## config.mk

```make
export PLATFORM = sky130hd
export DESIGN_NAME = reset_seq_flat
export DESIGN_NICKNAME = d
export VERILOG_FILES = /design/src/rtl/reset_seq_if.sv /design/src/rtl/reset_seq.sv /design/src/flat_wrapper.sv
export SDC_FILE = /design/constraint.sdc
export NUM_CORES = 1
export LEC_CHECK = 0
export CAP_MARGIN = 15
export CORE_MARGIN = 2
export CORE_UTILIZATION = 52
export CTS_BUF_LIST = sky130_fd_sc_hd__clkbuf_4
export DETAILED_ROUTE_END_ITERATION = 12
export HOLD_SLACK_MARGIN = 0.1
export PLACE_DENSITY = 0.95
export SETUP_SLACK_MARGIN = 0.2
export SYNTH_ARGS = -nofsm -noshare
export SYNTH_HDL_FRONTEND = slang
export SYNTH_SLANG_ARGS = --single-unit
```

## constraint.sdc

```tcl
create_clock -name clk -period 3.45 [get_ports clk]
set_input_delay 0.69 -clock clk [delete_from_list [all_inputs] [get_ports clk]]
set_output_delay 0.69 -clock clk [all_outputs]
set_load 0.005 [all_outputs]
```

## src/rtl/reset_seq_if.sv

```systemverilog
`default_nettype none
// ====================================================================
// reset_seq_if - control/status bundle of the staged reset sequencer
// Rev 1.0
// ====================================================================
interface reset_seq_if #(
  parameter int NSTAGE = 4,
  parameter int FANOUT = 32,
  parameter int CW     = 16
);
  logic                     locked;
  logic                     sw_reset;
  logic [NSTAGE-1:0]        stage_en;
  logic [CW-1:0]            gap_cycles;
  logic [NSTAGE*FANOUT-1:0] stage_resetn;
  logic [NSTAGE-1:0]        stage_done;
  logic                     busy;
  logic                     all_done;
  logic [7:0]               seq_count;

  modport master (
    output locked, sw_reset, stage_en, gap_cycles,
    input  stage_resetn, stage_done, busy, all_done, seq_count
  );

  modport slave (
    input  locked, sw_reset, stage_en, gap_cycles,
    output stage_resetn, stage_done, busy, all_done, seq_count
  );
endinterface
`default_nettype wire

```

## src/rtl/reset_seq.sv

```systemverilog
`default_nettype none
// ====================================================================
// reset_seq - lock-gated, stage-by-stage reset release with fan-out copies
// Rev 1.0
// ====================================================================
module reset_seq #(
  parameter int NSTAGE   = 4,
  parameter int FANOUT   = 32,
  parameter int CW       = 16,
  parameter int MIN_HOLD = 64
) (
  input  wire logic  clk,
  input  wire logic  resetn,
  reset_seq_if.slave bus
);
  localparam int              c_IW   = (NSTAGE > 1) ? $clog2(NSTAGE) : 1;
  localparam logic [c_IW-1:0] c_LAST = c_IW'(NSTAGE - 1);
  localparam logic [CW-1:0]   c_HOLD = CW'(MIN_HOLD);

  typedef enum logic [1:0] {
    S_WAIT_LOCK = 2'd0,
    S_HOLD      = 2'd1,
    S_RELEASE   = 2'd2,
    S_DONE      = 2'd3
  } state_t;

  state_t            r_state, w_state_nxt;
  logic [CW-1:0]     r_hold, w_hold_nxt;
  logic [CW-1:0]     r_gap, w_gap_nxt;
  logic [CW-1:0]     w_gap_load;
  logic [c_IW-1:0]   r_idx, w_idx_nxt;
  logic [NSTAGE-1:0] w_rel_vec;
  logic              w_abort;
  logic              w_enter_done;
  logic              r_busy;
  logic              r_all_done;
  logic [7:0]        r_seq_count;

  assign w_gap_load = (bus.gap_cycles == '0) ? CW'(1) : bus.gap_cycles;
  assign w_abort    = bus.sw_reset || (!bus.locked && (r_state != S_WAIT_LOCK));

  always_comb begin
    w_state_nxt  = r_state;
    w_hold_nxt   = r_hold;
    w_gap_nxt    = r_gap;
    w_idx_nxt    = r_idx;
    w_rel_vec    = '0;
    w_enter_done = 1'b0;
    if (w_abort) begin
      w_hold_nxt = '0;
      w_gap_nxt  = '0;
      w_idx_nxt  = '0;
      if (bus.sw_reset && bus.locked) begin
        w_state_nxt = S_HOLD;
        w_hold_nxt  = c_HOLD;
      end else begin
        w_state_nxt = S_WAIT_LOCK;
      end
    end else begin
      case (r_state)
        S_WAIT_LOCK: begin
          if (bus.locked) begin
            w_state_nxt = S_HOLD;
            w_hold_nxt  = c_HOLD;
          end
        end
        S_HOLD: begin
          if (r_hold == '0) begin
            w_state_nxt = S_RELEASE;
            w_idx_nxt   = '0;
            w_gap_nxt   = '0;
          end else begin
            w_hold_nxt = r_hold - CW'(1);
          end
        end
        S_RELEASE: begin
          // The gap keeps running while masked stages are skipped, so a
          // disabled stage never stretches the spacing of enabled ones.
          if (r_gap != '0) w_gap_nxt = r_gap - CW'(1);
          if (!bus.stage_en[r_idx] || (r_gap <= CW'(1))) begin
            if (bus.stage_en[r_idx]) begin
              w_rel_vec[r_idx] = 1'b1;
              w_gap_nxt        = w_gap_load;
            end
            if (r_idx == c_LAST) begin
              w_state_nxt  = S_DONE;
              w_enter_done = 1'b1;
            end else begin
              w_idx_nxt = r_idx + c_IW'(1);
            end
          end
        end
        S_DONE: begin
          w_state_nxt = S_DONE;
        end
        default: begin
          w_state_nxt = S_WAIT_LOCK;
        end
      endcase
    end
  end

  always_ff @(posedge clk) begin
    if (!resetn) begin
      r_state     <= S_WAIT_LOCK;
      r_hold      <= '0;
      r_gap       <= '0;
      r_idx       <= '0;
      r_busy      <= 1'b1;
      r_all_done  <= 1'b0;
      r_seq_count <= 8'd0;
    end else begin
      r_state    <= w_state_nxt;
      r_hold     <= w_hold_nxt;
      r_gap      <= w_gap_nxt;
      r_idx      <= w_idx_nxt;
      r_busy     <= (w_state_nxt != S_DONE);
      r_all_done <= (w_state_nxt == S_DONE);
      if (w_enter_done) r_seq_count <= r_seq_count + 8'd1;
    end
  end

  for (genvar k = 0; k < NSTAGE; k++) begin : g_stage
    (* keep = "true", dont_touch = "true" *) logic [FANOUT-1:0] r_copy;
    logic r_done;

    always_ff @(posedge clk) begin
      if (!resetn || w_abort) begin
        r_copy <= '0;
        r_done <= 1'b0;
      end else if (w_rel_vec[k]) begin
        r_copy <= '1;
        r_done <= 1'b1;
      end
    end

    assign bus.stage_resetn[k*FANOUT +: FANOUT] = r_copy;
    assign bus.stage_done[k]                    = r_done;
  end

  assign bus.busy      = r_busy;
  assign bus.all_done  = r_all_done;
  assign bus.seq_count = r_seq_count;
endmodule
`default_nettype wire

```

## src/flat_wrapper.sv

```systemverilog
// flat-port wrapper written by rule: the top's interface ports become plain ports
module reset_seq_flat 
#(
  parameter int NSTAGE   = 4,
  parameter int FANOUT   = 32,
  parameter int CW       = 16,
  parameter int MIN_HOLD = 64
)
  (clk, resetn, bus_locked, bus_sw_reset, bus_stage_en, bus_gap_cycles, bus_stage_resetn, bus_stage_done, bus_busy, bus_all_done, bus_seq_count);
  reset_seq_if #(.NSTAGE(NSTAGE), .FANOUT(FANOUT), .CW(CW)) bus_i ();
  input  wire logic clk;
  input  wire logic resetn;
  input wire logic [$bits(bus_i.locked)-1:0] bus_locked;
  input wire logic [$bits(bus_i.sw_reset)-1:0] bus_sw_reset;
  input wire logic [$bits(bus_i.stage_en)-1:0] bus_stage_en;
  input wire logic [$bits(bus_i.gap_cycles)-1:0] bus_gap_cycles;
  output wire logic [$bits(bus_i.stage_resetn)-1:0] bus_stage_resetn;
  output wire logic [$bits(bus_i.stage_done)-1:0] bus_stage_done;
  output wire logic [$bits(bus_i.busy)-1:0] bus_busy;
  output wire logic [$bits(bus_i.all_done)-1:0] bus_all_done;
  output wire logic [$bits(bus_i.seq_count)-1:0] bus_seq_count;
  assign bus_i.locked = bus_locked;
  assign bus_i.sw_reset = bus_sw_reset;
  assign bus_i.stage_en = bus_stage_en;
  assign bus_i.gap_cycles = bus_gap_cycles;
  assign bus_stage_resetn = bus_i.stage_resetn;
  assign bus_stage_done = bus_i.stage_done;
  assign bus_busy = bus_i.busy;
  assign bus_all_done = bus_i.all_done;
  assign bus_seq_count = bus_i.seq_count;
  reset_seq #(.NSTAGE(NSTAGE), .FANOUT(FANOUT), .CW(CW), .MIN_HOLD(MIN_HOLD)) u_core (.clk(clk), .resetn(resetn), .bus(bus_i));
endmodule
```

==> results.md <==
- Total core area: 7650 um^2
- CP max FO: 34
- IO Count: 166
- RePlAce Congestion: 0.941
- Routed wire per std cell: 15.7 um
- Clock Pin Slew Worst Setup and Hold Paths: 140 ps
- Initial Util: 0.531
- Global-route wire length before repair: 15.2 mm
- Clock root buffer: clkbuf_4
- Vias in the first global route: 3223
- DRT Pass-1 Iters: 5
- CTS tree: built
- Hpwl dp: 7.40 mm
- Synth warnings: 0
- Power Density: 222 nW/um^2
- Nets@finish: 560
- Synthesized area: 4060 um^2
- Critical-path cell list: clkdlybuf4s50_1
- Gr ovfl total: 0
- Crit path kind: reg2out
- Iteration-0 DRC Markers: 219
- Worst Tran Pin Value: 1000 ps
- Worst Hold Slack: 502 ps
- FP Rows: 32
- Outcome: finished, final reports clean
- Max clock buf depth: 2
- Layout cell share with drive strength beyond 1: 0.0625
- Die area: 8540 um^2
- Largest net degree at the start of global routing: 35
- FMAX: 0.365 GHz
- Crit end category: output port
- Synthesized area per cell: 8.13 um^2
- Crit share post-route: 0.794
- # hold bufs at CTS: 0
- Setup slack, reg-to-reg: 940 ps
- Worst EP required: 2760 ps
- Max-slew headroom: 0.331
- Clk sinks: 50
- Post-DRT Antenna Nets: 0
- Leakage Power: 0.00170 uW
- Clock latency on the worst-skew pair: 390 ps
- Die Wd: 92.4 um
- Ant. Diodes: 0
- Input/output buffers: 165
- Startpoint Class: register
- Endpoints failing setup: 0
- Vias per cell: 5.73
- Setup fix buffers added after clock tree synthesis: 0
- Post-layout min period: 2740 ps
- Max incr delay on CP: 1000 ps
- GRT Total Usage: 0.213
- Routed via count: 3607
- Area delta synth->final: 18.8%
- Cells after Synth: 500
- VDD IR max: 0.000233 V
- Worst Path Buf+Inv: 1
- Hold Violations, Final: 0
- Syn_nets: 533
- Max-slew violation count: 0
- CP top delay family: flip-flops
- Final WL: 9.90 mm
- Critical path arrival: 2050 ps
- Setup TNS Final: 0 ps
- Number of H-tree levels: 2
- DR DRC count: 0
- Max Clock Skew: 29.5 ps
- Post-CTS resize count: 0
- CTS buffer count: 5
- HP Class: reg2reg
- Power Total: 1070 uW
- Unrepaired setup endpoints after global routing: no
- Initial antenna violation count: 0
- Slowest-stage cell, CP: dfxtp_1
- Maxcap violations: 0
- Die height: 92.4 um
-- power by group --
part | switching [uW] | internal [uW] | leakage [uW]
registers | 13.3 | 587 | 0.000404
logic | 110 | 82.9 | 0.00126
clock network | 198 | 79.7 | 0.0000312
total | 321 | 750 | 0.00170
-- state kept, by name, summed over array words and instances (netlist names) --
name,cells
u_core.bus.seq_count,8
u_core.r_idx,2
u_core.g_stage.r_done,2
u_core.g_stage.r_copy,2
u_core.bus.all_done,1
u_core.r_gap,16
u_core.r_hold,16
u_core.bus.busy,1
u_core.r_state,2
-- final cells by class --
class	instances	area [um^2]
fill	646	2820
multi-input combinational	284	1890
timing repair buffer	169	1680
sequential	50	1000
tap	102	128
inverter	17	63.8
clock buffer	5	37.5
clock inverter	3	21.3
-- cells in the final DEF (no fill, tap or decap), drive strengths merged, types with 2 or more instances in the layout --
cell and n:
clkinv 2, xor2 2, a211oi 2, nand4 11, o211ai 5, nor3b 2, o22ai 2, o31a 4
nand4b 4, a32oi 4, nand3 16, o221a 8, and4 3, or4 5, or3 11, o311ai 6
nor2b 3, a31oi 7, dfxtp 50, a311oi 3, and3 7, o221ai 3, ha 9, nor4 9
clkdlybuf4s50 165, nand2b 4, and2 4, clkbuf 5, a21oi 22, inv 17, nor3 13, buf 4
o21a 2, nand2 32, mux2i 5, nor2 26, o21ai 25, nand3b 2
-- per-layer routing --
| metal | wire length (um) | GRT usage |
|---|---|---|
| met5 | 0 | 0 |
| met4 | 161 | 0.0597 |
| met3 | 742 | 0.0431 |
| met2 | 4930 | 0.392 |
| met1 | 4070 | 0.249 |
-- worst paths after layout --
path | from | to | cells after the start
setup / recovery | u_core.g_stage[2].r_copy[0] | bus_stage_resetn[76] | 1
hold reg to reg | u_core.r_hold[14] | u_core.r_hold[14] | 2
setup reg to reg | u_core.r_hold[0] | u_core.r_hold[8] | 8
hold / removal | u_core.r_hold[14] | u_core.r_hold[14] | 2
-- stage by stage --
step | instance area [um^2] | utilization | worst slack (ps) | instances
floorplan | 4060 | - | 1300 | 500
global placement | 4770 | 0.624 | 505 | 622
detailed placement | 4770 | 0.624 | 431 | 622
CTS | 4830 | 0.631 | 658 | 630
global route | 4830 | 0.631 | 551 | 630
finish | 4830 | 0.631 | 709 | 630
No activity file was read; power rests on OpenSTA's default activity.
